===== config.mk =====
export PLATFORM = sky130hd
export DESIGN_NAME = ov7670_capture
export DESIGN_NICKNAME = d
export VERILOG_FILES = /design/src/rtl/ov7670_capture_pkg.sv /design/src/rtl/ov7670_pixel_pack.sv /design/src/rtl/ov7670_capture.sv
export SDC_FILE = /design/constraint.sdc
export NUM_CORES = 1
export LEC_CHECK = 0
export CAP_MARGIN = 30
export CORE_AREA = 2 2 96 70
export CTS_CLUSTER_DIAMETER = 50
export CTS_CLUSTER_SIZE = 40
export DETAILED_ROUTE_END_ITERATION = 10
export DIE_AREA = 0 0 98 72
export GPL_TIMING_DRIVEN = 0
export PLACE_DENSITY = 0.82
export SLEW_MARGIN = 30
export SYNTH_ARGS = -nofsm -noshare
export SYNTH_HDL_FRONTEND = slang
export SYNTH_SLANG_ARGS = --single-unit

===== constraint.sdc =====
create_clock -name i_Clk -period 3.74 [get_ports i_Clk]
set_clock_uncertainty 0.05 [all_clocks]
set_input_delay 0.561 -clock i_Clk [delete_from_list [all_inputs] [get_ports i_Clk]]
set_output_delay 0.561 -clock i_Clk [all_outputs]
set_load 0.005 [all_outputs]

===== src/rtl/ov7670_capture_pkg.sv =====
// Shared definitions for the OV7670 RGB444 capture path: FSM encoding,
// pixel field widths and the byte-pair to pixel packing rule.
package ov7670_capture_pkg;

  typedef enum logic [1:0] {
    S_IDLE  = 2'd0,
    S_ARM   = 2'd1,
    S_SYNC  = 2'd2,
    S_FRAME = 2'd3
  } state_t;

  localparam int BYTE_W = 8;
  localparam int R_W    = 4;
  localparam int G_W    = 4;
  localparam int B_W    = 4;
  localparam int PIX_W  = R_W + G_W + B_W;

  // Second byte of an RGB444 pair carries G in the high nibble, B in the low.
  function automatic logic [PIX_W-1:0] pack_rgb(input logic [R_W-1:0]    red,
                                                input logic [BYTE_W-1:0] gb);
    return {red, gb[BYTE_W-1 -: G_W], gb[B_W-1:0]};
  endfunction

endpackage


===== src/rtl/ov7670_pixel_pack.sv =====
// Byte-phase tracking and pixel assembly for the xR / GB byte stream.
// Reports completed pixels combinationally; the capture top registers them.
module ov7670_pixel_pack
  import ov7670_capture_pkg::*;
(
  input  logic              i_Clk,
  input  logic              i_Rst_L,
  input  logic              i_En,
  input  logic              i_Clr,
  input  logic              i_HRef,
  input  logic [BYTE_W-1:0] i_Data,
  output logic              o_Pix_Valid,
  output logic [PIX_W-1:0]  o_Pix,
  output logic              o_Line_End,
  output logic              o_Half_Drop
);

  logic           href_q;
  logic           phase_q;
  logic [R_W-1:0] red_q;
  logic           href_rise;
  logic           cur_phase;

  // The first byte after an HREF rise is always phase 0, whatever was left over.
  assign href_rise   = i_HRef & ~href_q;
  assign cur_phase   = href_rise ? 1'b0 : phase_q;
  assign o_Pix_Valid = i_En & i_HRef & cur_phase;
  assign o_Pix       = pack_rgb(red_q, i_Data);
  assign o_Line_End  = i_En & ~i_HRef & href_q;
  assign o_Half_Drop = o_Line_End & phase_q;

  always_ff @(posedge i_Clk or negedge i_Rst_L) begin
    if (!i_Rst_L) begin
      href_q  <= 1'b0;
      phase_q <= 1'b0;
      red_q   <= '0;
    end else begin
      href_q <= i_HRef;
      if (i_Clr) begin
        phase_q <= 1'b0;
        red_q   <= '0;
      end else if (i_En && i_HRef) begin
        phase_q <= ~cur_phase;
        if (!cur_phase) begin
          red_q <= i_Data[R_W-1:0];
        end
      end else if (o_Line_End) begin
        phase_q <= 1'b0;
      end
    end
  end

endmodule


===== src/rtl/ov7670_capture.sv =====
// OV7670 frame capture: VSYNC-framed FSM, line/column addressing into a
// linear frame buffer, and per-frame geometry error reporting.
module ov7670_capture
  import ov7670_capture_pkg::*;
#(
  parameter  int H_PIXELS = 320,
  parameter  int V_LINES  = 240,
  localparam int DEPTH    = H_PIXELS * V_LINES,
  localparam int AW       = $clog2(DEPTH)
) (
  input  logic              i_Clk,
  input  logic              i_Rst_L,
  input  logic              i_Capture_En,
  input  logic              i_VSync,
  input  logic              i_HRef,
  input  logic [BYTE_W-1:0] i_Data,
  output logic [AW-1:0]     o_Wr_Addr,
  output logic              o_Wr_DV,
  output logic [PIX_W-1:0]  o_Wr_Data,
  output logic              o_Frame_Done,
  output logic              o_Frame_Err,
  output logic              o_Busy
);

  // Counters run one past the legal maximum so over-long lines and frames
  // remain distinguishable from exact ones.
  localparam int CW = $clog2(H_PIXELS + 2);
  localparam int LW = $clog2(V_LINES + 2);

  localparam logic [CW-1:0] COL_FULL  = CW'(H_PIXELS);
  localparam logic [CW-1:0] COL_SAT   = CW'(H_PIXELS + 1);
  localparam logic [LW-1:0] LINE_FULL = LW'(V_LINES);
  localparam logic [LW-1:0] LINE_SAT  = LW'(V_LINES + 1);
  localparam logic [LW-1:0] LINE_LAST = LW'(V_LINES - 1);
  localparam logic [AW-1:0] ROW_STEP  = AW'(H_PIXELS);

  state_t           state_q;
  logic [CW-1:0]    col_q;
  logic [LW-1:0]    line_q;
  logic [AW-1:0]    base_q;
  logic             err_q;
  logic [AW-1:0]    wr_addr_q;
  logic             wr_dv_q;
  logic [PIX_W-1:0] wr_data_q;
  logic             done_q;
  logic             frame_err_q;
  logic             busy_q;

  logic             dp_en;
  logic             frame_start;
  logic             pix_valid;
  logic [PIX_W-1:0] pix;
  logic             line_end;
  logic             half_drop;
  logic             pix_ok;
  logic             pix_drop;
  logic             line_bad;
  logic             err_d;

  // Bytes are only consumed inside a frame and outside vertical blanking.
  assign dp_en       = (state_q == S_FRAME) & ~i_VSync;
  assign frame_start = (state_q == S_SYNC) & i_Capture_En & ~i_VSync;

  ov7670_pixel_pack u_pack (
    .i_Clk       (i_Clk),
    .i_Rst_L     (i_Rst_L),
    .i_En        (dp_en),
    .i_Clr       (frame_start),
    .i_HRef      (i_HRef),
    .i_Data      (i_Data),
    .o_Pix_Valid (pix_valid),
    .o_Pix       (pix),
    .o_Line_End  (line_end),
    .o_Half_Drop (half_drop)
  );

  assign pix_ok   = pix_valid & (col_q < COL_FULL) & (line_q < LINE_FULL);
  assign pix_drop = pix_valid & ~pix_ok;
  assign line_bad = line_end & (half_drop | (col_q != COL_FULL));
  assign err_d    = err_q | pix_drop | line_bad;

  always_ff @(posedge i_Clk or negedge i_Rst_L) begin
    if (!i_Rst_L) begin
      state_q     <= S_IDLE;
      col_q       <= '0;
      line_q      <= '0;
      base_q      <= '0;
      err_q       <= 1'b0;
      wr_addr_q   <= '0;
      wr_dv_q     <= 1'b0;
      wr_data_q   <= '0;
      done_q      <= 1'b0;
      frame_err_q <= 1'b0;
      busy_q      <= 1'b0;
    end else begin
      wr_dv_q <= 1'b0;
      done_q  <= 1'b0;
      err_q   <= err_d;

      if (pix_ok) begin
        wr_dv_q   <= 1'b1;
        wr_addr_q <= base_q + AW'(col_q);
        wr_data_q <= pix;
      end

      if (pix_valid && (col_q != COL_SAT)) begin
        col_q <= col_q + 1'b1;
      end

      // Line base stops at the last legal row so addresses stay below DEPTH.
      if (line_end) begin
        col_q <= '0;
        if (line_q != LINE_SAT) begin
          line_q <= line_q + 1'b1;
        end
        if (line_q < LINE_LAST) begin
          base_q <= base_q + ROW_STEP;
        end
      end

      case (state_q)
        S_IDLE: begin
          if (i_Capture_En) begin
            state_q <= S_ARM;
            busy_q  <= 1'b1;
          end
        end
        S_ARM: begin
          if (!i_Capture_En) begin
            state_q <= S_IDLE;
            busy_q  <= 1'b0;
          end else if (i_VSync) begin
            state_q <= S_SYNC;
          end
        end
        S_SYNC: begin
          if (!i_Capture_En) begin
            state_q <= S_IDLE;
            busy_q  <= 1'b0;
          end else if (!i_VSync) begin
            state_q     <= S_FRAME;
            col_q       <= '0;
            line_q      <= '0;
            base_q      <= '0;
            err_q       <= 1'b0;
            frame_err_q <= 1'b0;
          end
        end
        S_FRAME: begin
          if (i_VSync) begin
            done_q      <= 1'b1;
            frame_err_q <= err_q | (line_q != LINE_FULL);
            state_q     <= i_Capture_En ? S_SYNC : S_IDLE;
            busy_q      <= i_Capture_En;
          end
        end
        default: begin
          state_q <= S_IDLE;
          busy_q  <= 1'b0;
        end
      endcase
    end
  end

  assign o_Wr_Addr    = wr_addr_q;
  assign o_Wr_DV      = wr_dv_q;
  assign o_Wr_Data    = wr_data_q;
  assign o_Frame_Done = done_q;
  assign o_Frame_Err  = frame_err_q;
  assign o_Busy       = busy_q;

endmodule

==> results.sh, run 1 <==
export IMPL_outcome="finished clean"
export IMPL_ir_worst_vdd_mv=0.415
export IMPL_grt_pass1_vias=2636
export IMPL_seq_area_frac_synth_pct=49.6
export IMPL_grt_pass1_wl_mm=12.5
export IMPL_antenna_left=0
export IMPL_drt_met1_wl_mm=3.49
export IMPL_vias=2705
export IMPL_viasPerCell=5.67
export IMPL_fmax_ghz=0.436
export IMPL_finalCritPeriodShare_pct=61.3
export IMPL_critPathLaunchType="register"
export IMPL_leakagePower_nw=1.94
export IMPL_clk_latency_ns=0.35
export IMPL_initial_core_util_pct=58.0
export IMPL_hold_class="in -> async"
export IMPL_syn_area_sq_um=3530
export IMPL_grt_setup_unrepaired="false"
export IMPL_core_area_sq_um=6100
export IMPL_synth_flop_cell="dfrtp_1"
export IMPL_critical_path_required_ns=3.92
export IMPL_antenna_found_initial=0
export IMPL_drv_cap=0
export IMPL_floorplan_die_width_um=98
export IMPL_wire_per_inst_um=15.3
export IMPL_cts_tree="done"
export IMPL_io_buffers=44
export IMPL_power_mw=2.16
export IMPL_cts_buffers=9
export IMPL_slew_viol_final=0
export IMPL_slowest_stage="a211oi_1"
export IMPL_grt_max_degree=41
export IMPL_firstDrtPassIters=4
export IMPL_setup_viol=0
export IMPL_cpLargestDelayFamily="compound AO/OA/AOI/OAI gates"
export IMPL_nets=422
export IMPL_slowest_delay_ns=0.74
export IMPL_antenna_cells=0
export IMPL_htree_levels=3
export IMPL_tns_ns=0
export IMPL_synth_fa_ha_area_share_pct=5.31
export IMPL_hpwl_mm=5.36
export IMPL_tightest_slew_ns=0.835
export IMPL_io_pins=46
export IMPL_final_util_pct=70.3
export IMPL_multi_input_area_sq_um=1640
export IMPL_critPathArrivalTime_ns=2.47
export IMPL_clkSinkCount=70
export IMPL_gp_congestion=0.864
export IMPL_synth_compound_area_share_pct=12.1
export IMPL_cp_num_buf_inv=0
export IMPL_clockRootBuffer="clkbuf_8"
export IMPL_min_period_ns=2.29
export IMPL_crit_fanout=8
export IMPL_syn_nets=366
export IMPL_synth_top_family_by_area="simple AND/OR/NAND/NOR gates"
export IMPL_die_h_um=72
export IMPL_finalHoldViolations=0
export IMPL_async_flop_share_pct=100
export IMPL_power_density_nw_per_um2=503
export IMPL_drive_gt1_share_pct=12.0
export IMPL_ys_warn_count=0
export IMPL_slew_headroom_pct=44.0
export IMPL_met2_length_mm=3.32
export IMPL_path_clk_slew_ns=0.08
export IMPL_area_growth_pct=21.3
export IMPL_dr_max_layer_used="met4"
export IMPL_holdBufCountCts=0
export IMPL_design_die_area_sq_um=7060
export IMPL_yosysUniqueCellTypes=53
export IMPL_drt_iter0_markers=150
export IMPL_wirelength_mm=7.29
export IMPL_synth_seq_cells=70
export IMPL_synthCells=338
export IMPL_fillCellCount=469
export IMPL_cts_resized_gates=0
export IMPL_grt_use_total_pct=22.4
export IMPL_synth_xor_area_share_pct=4.96
export IMPL_synth_simple_area_share_pct=17.6
export IMPL_muxShareOfSynthArea_pct=6.48
export IMPL_cp_end_kind="register"
export IMPL_row_count=24
export IMPL_crit_type="reg -> reg"
export IMPL_seq_area_sq_um=1750
export IMPL_wl_met3_um=380
export IMPL_cts_max_path_buffers=2
export IMPL_worstPathCellList="ha_1, a211oi_1, nor3b_1, xnor2_1, o21ai_0"
export IMPL_cts_setup_buffers=0
export IMPL_drc=0
export IMPL_avgSynthCellArea_sq_um=10.5
export IMPL_overflow=0
export IMPL_synth_edf_count=0
## state kept, by name, summed over array words and instances, names as in the netlist, 2 cells and up
| name | count |
|---|---|
| o_Wr_Addr | 17 |
| o_Wr_Data | 12 |
| base_q | 11 |
| col_q | 9 |
| line_q | 8 |
| u_pack.red_q | 4 |
| state_q | 2 |
## synthesized netlist by cell type (2+ instances only)
| cell type | instances | area, sq um |
|---|---|---|
| and3b_1 | 2 | 17.5 |
| dfrtp_1 | 70 | 1750 |
| buf_6 | 3 | 33.8 |
| nand4_1 | 10 | 62.6 |
| nor4_1 | 4 | 25.0 |
| inv_1 | 14 | 52.6 |
| o31ai_1 | 4 | 30.0 |
| and2_2 | 2 | 15.0 |
| buf_2 | 5 | 25.0 |
| clkbuf_1 | 8 | 30.0 |
| o211ai_1 | 4 | 30.0 |
| or4_1 | 4 | 30.0 |
| nor2_1 | 21 | 78.8 |
| ha_1 | 15 | 188 |
| nand2_1 | 30 | 113 |
| o22ai_1 | 3 | 18.8 |
| a21oi_1 | 17 | 85.1 |
| nor3_1 | 7 | 35.0 |
| o21ai_0 | 27 | 135 |
| or3_1 | 7 | 43.8 |
| mux2i_1 | 6 | 60.1 |
| nand3b_1 | 2 | 15.0 |
| mux2_2 | 15 | 169 |
| xor2_1 | 9 | 78.8 |
| and3_1 | 3 | 18.8 |
| nand2b_1 | 2 | 12.5 |
| xnor2_1 | 11 | 96.3 |
| nand3_1 | 8 | 40.0 |
## per-layer routing
metal / up-vias / global-route usage [%]
li1: 1315 / -
met1: 1305 / 30.5
met2: 77 / 35.9
met3: 8 / 5.68
met4: 0 / 7.10
met5: - / 0
## path summary, 6_finish.rpt
path	startpoint	end	slack [ns]	cells after the start
setup reg to reg	col_q[7]$_DFF_PN0_	o_Wr_Addr[10]$_DFFE_PN0P_	1.45	5
setup / recovery	col_q[7]$_DFF_PN0_	o_Wr_Addr[10]$_DFFE_PN0P_	1.45	5
hold / removal	i_Rst_L	o_Wr_Data[3]$_DFFE_PN0P_	0.09	1
max in group asynchronous	i_Rst_L	u_pack.href_q$_DFF_PN0_	3.01	2
hold reg to reg	o_Wr_Addr[8]$_DFFE_PN0P_	o_Wr_Addr[8]$_DFFE_PN0P_	0.44	2
min in group i_Clk	o_Wr_Addr[8]$_DFFE_PN0P_	o_Wr_Addr[8]$_DFFE_PN0P_	0.44	2
## logic make-up after synthesis
kind of cell,count (synthesis)
muxes,21
adders and majority gates,15
DFF,70
and+or+nand+nor,114
buffers and inverters,30
xor gates and xnor gates,20
AOI/OAI and AO/OA,68
## worst register-to-register path, stage by stage (launching register included)
cell      delay (ns)
dfrtp_1         0.47
ha_1            0.37
a211oi_1        0.74
nor3b_1         0.20
xnor2_1         0.24
o21ai_0         0.11
## area by class of cell
type / instances / share of cell area, %
Sequential cell: 70 / 40.9
Multi-Input combinational cell: 238 / 38.3
Timing Repair Buffer: 45 / 10.7
Clock buffer: 10 / 2.98
Tap cell: 78 / 2.28
Buffer: 16 / 2.07
Clock inverter: 6 / 1.63
Inverter: 14 / 1.23
## where the power goes
group | internal, mW | switching [mW]
sequential | 0.892 | 0.109
clock | 0.312 | 0.300
combinational | 0.290 | 0.251
total | 1.50 | 0.660
## per-stage QoR
stage | std cells | worst slack (ns) | area, sq um | hold slack [ns]
final | 477 | 1.45 | 4290 | 0.0850
after global routing | 477 | 1.27 | 4290 | 0.101
after CTS | 477 | 1.45 | 4290 | 0.0827
after detailed placement | 461 | 1.25 | 4090 | 0.426
after global placement | 460 | -0.258 | 4070 | 0.411
after floorplan | 338 | 1.83 | 3530 | 0.215
## cell usage in the layout, fill, tap and decap left out, types with 5 or more instances in the layout
| cell type | n |
|---|---|
| dfrtp_1 | 70 |
| clkdlybuf4s50_1 | 43 |
| nand2_1 | 30 |
| o21ai_0 | 27 |
| nor2_1 | 21 |
| a21oi_1 | 17 |
| mux2_2 | 15 |
| ha_1 | 15 |
| inv_1 | 14 |
| xnor2_1 | 11 |
| nand4_1 | 10 |
| clkbuf_1 | 9 |
| xor2_1 | 9 |
| clkbuf_8 | 9 |
| nand3_1 | 8 |
| nor3_1 | 7 |
| or3_1 | 7 |
| mux2i_1 | 6 |
| buf_2 | 5 |
No activity file was read; power rests on OpenSTA's default activity.
==> run 2, diff against run 1 <==
--- a/config.mk
+++ b/config.mk
@@ -6,13 +6,13 @@
 export NUM_CORES = 1
 export LEC_CHECK = 0
 export CAP_MARGIN = 30
-export CORE_AREA = 2 2 96 70
+export CORE_AREA = 2 2 104 76
 export CTS_CLUSTER_DIAMETER = 50
 export CTS_CLUSTER_SIZE = 40
 export DETAILED_ROUTE_END_ITERATION = 10
-export DIE_AREA = 0 0 98 72
+export DIE_AREA = 0 0 106 78
 export GPL_TIMING_DRIVEN = 0
-export PLACE_DENSITY = 0.82
+export PLACE_DENSITY = 0.74
 export SLEW_MARGIN = 30
 export SYNTH_ARGS = -nofsm -noshare
 export SYNTH_HDL_FRONTEND = slang
==> constraint.sdc (replaced) <==
create_clock -name i_Clk -period 1.9 [get_ports i_Clk]
set_clock_uncertainty 0.05 [all_clocks]
set_input_delay 0.285 -clock i_Clk [delete_from_list [all_inputs] [get_ports i_Clk]]
set_output_delay 0.285 -clock i_Clk [all_outputs]
set_load 0.005 [all_outputs]
==> run 2 against run 1 <==
  * Power is 98% higher
  * Fmax grew 25%
  * Non-clock buffer count grew 4
  * Final cell count up 4.8%
  * Clock power rose by 91%
  * Setup slack got worse by 1.4 ns
  * Register-to-register slack worse by 1.4 ns
  * Wire length rose by 0.37%
  * Clock-buffer cell count shrank 1
  * Die area rose by 17%
  * Via count is 0.18% lower
  * Largest cell class unchanged
  * Highest routed layer unchanged
==> results.sh, run 2 (synthesized netlist as in run 1, its figures left out) <==
export IMPL_fmax_ghz=0.545
export IMPL_mostFrequentLayoutCell="dfrtp_1"
export IMPL_antenna_left=0
export IMPL_slew_headroom_pct=65.9
export IMPL_crit_type="reg -> reg"
export IMPL_slowest_stage="or4_4"
export IMPL_firstDrtPassIters=4
export IMPL_r2r_start="state_q[1]$_DFFE_PN0P_"
export IMPL_layout_common_cells="68 x dfrtp_1, 43 x clkdlybuf4s50_1, 30 x nand2_1, 26 x o21ai_0, 21 x nor2_1"
export IMPL_cpLargestDelayFamily="simple AND/OR/NAND/NOR gates"
export IMPL_antenna_cells=0
export IMPL_crit_fanout=7
export IMPL_grt_pass1_wl_mm=12.4
export IMPL_cts_tree="done"
export IMPL_finalCritPeriodShare_pct=96.6
export IMPL_drive_gt1_share_pct=16.4
export IMPL_drv_cap=0
export IMPL_slowest_delay_ns=0.53
export IMPL_row_count=26
export IMPL_critical_path_required_ns=2.13
export IMPL_viasPerCell=5.40
export IMPL_crit_start="state_q[1]$_DFFE_PN0P_"
export IMPL_whs_ns=0.311
export IMPL_setup_viol=0
export IMPL_drc=0
export IMPL_slew_viol_final=0
export IMPL_initial_core_util_pct=49.1
export IMPL_power_density_nw_per_um2=966
export IMPL_clockRootBuffer="clkbuf_8"
export IMPL_wirelength_mm=7.31
export IMPL_overflow=0
export IMPL_finalHoldViolations=0
export IMPL_min_period_ns=1.83
export IMPL_core_area_sq_um=7190
export IMPL_cts_buffers=9
export IMPL_min_delay_start="i_Capture_En"
export IMPL_worstPathCellList="ha_4, and3b_1, buf_6, nand4_4, or4_4, a21oi_1"
export IMPL_grt_setup_unrepaired="true"
export IMPL_fillCellCount=609
export IMPL_design_die_area_sq_um=8270
export IMPL_cts_max_path_buffers=2
export IMPL_die_h_um=78
export IMPL_clk_latency_ns=0.35
export IMPL_nets=426
export IMPL_htree_levels=3
export IMPL_largest_reg_flops=17
export IMPL_path_clk_slew_ns=0.07
export IMPL_tns_ns=0
export IMPL_grt_max_degree=48
export IMPL_antenna_found_initial=0
export IMPL_hold_class="in -> reg"
export IMPL_grt_pass1_vias=2575
export IMPL_leakagePower_nw=1.99
export IMPL_grt_use_total_pct=19.2
export IMPL_clkSinkCount=70
export IMPL_cp_end_kind="register"
export IMPL_io_pins=46
export IMPL_outcome="finished clean"
export IMPL_area_growth_pct=25.2
export IMPL_drt_iter0_markers=119
export IMPL_hpwl_mm=5.11
export IMPL_tightest_slew_ns=0.509
export IMPL_vias=2700
export IMPL_ir_worst_vdd_mv=0.586
export IMPL_cp_num_buf_inv=1
export IMPL_io_buffers=44
export IMPL_critPathArrivalTime_ns=2.06
export IMPL_gp_congestion=0.844
export IMPL_floorplan_die_width_um=106
export IMPL_critPathLaunchType="register"
export IMPL_wire_per_inst_um=14.6
[run 2: report_power, final]
part | switching [mW] | internal, mW
Combinational | 0.515 | 0.608
Clock | 0.573 | 0.596
Sequential | 0.221 | 1.76
[run 2: final timing paths]
| check | cells past startpoint | slack, ns | endpoint |
|---|---|---|---|
| worst max-delay path | 6 | 0.07 | col_q[7]$_DFF_PN0_ |
| worst min-delay path | 3 | 0.31 | o_Busy$_DFFE_PN0P_ |
| worst max register to register | 6 | 0.07 | col_q[7]$_DFF_PN0_ |
| worst min register to register | 2 | 0.43 | o_Wr_Addr[7]$_DFFE_PN0P_ |
| max in group asynchronous | 3 | 0.91 | line_q[0]$_DFF_PN0_ |
| min in group asynchronous | 2 | 0.33 | o_Wr_Data[2]$_DFFE_PN0P_ |
[run 2: per-stage QoR]
stage	instances	setup slack (ns)	util [%]	area [sq um]	power, mW
3_5_place_dp	481	-0.319	57.4	4130	3.07
2_1_floorplan	338	0.0338	-	3540	2.60
4_1_cts	496	0.00323	60.5	4350	4.28
6_report	500	0.0651	61.5	4420	4.27
5_1_grt	500	-0.0245	61.5	4420	4.57
3_3_place_gp	480	-1.90	57.0	4100	3.01
[run 2: worst reg2reg max path: stages (launching register included)]
cell and delay (ns):
dfrtp_1 0.42, ha_4 0.19, and3b_1 0.18, buf_6 0.13, nand4_4 0.12, or4_4 0.53
a21oi_1 0.15
[run 2: area by class of cell]
type,count,area [sq um],share of cell area [%]
clock buffers,9,124,2.80
repair buffers,51,513,11.6
multi-input cells,238,1700,38.4
clock inverters,6,63.8,1.44
plain buffers,14,93.8,2.12
flip-flops and latches,70,1750,39.6
inverters,14,52.6,1.19
well taps,98,123,2.77
[run 2: repair_timing]
item	4_1_cts	5_1_grt
endpoints found under the setup margin	55	46
setup buffers	0	5
resized for setup	8	14
pin swaps	0	6
hold buffers	1	0
endpoints found under the hold margin	23	0
[run 2: metal layers]
metal  vias to the layer above  share of wire [%]  GRT usage (%)
li1                       1325                  -              -
met1                      1298                 51           27.1
met2                        70                 42           28.6
met3                         7                6.1           6.55
met4                         0               0.94           4.34
met5                         -                  0              0
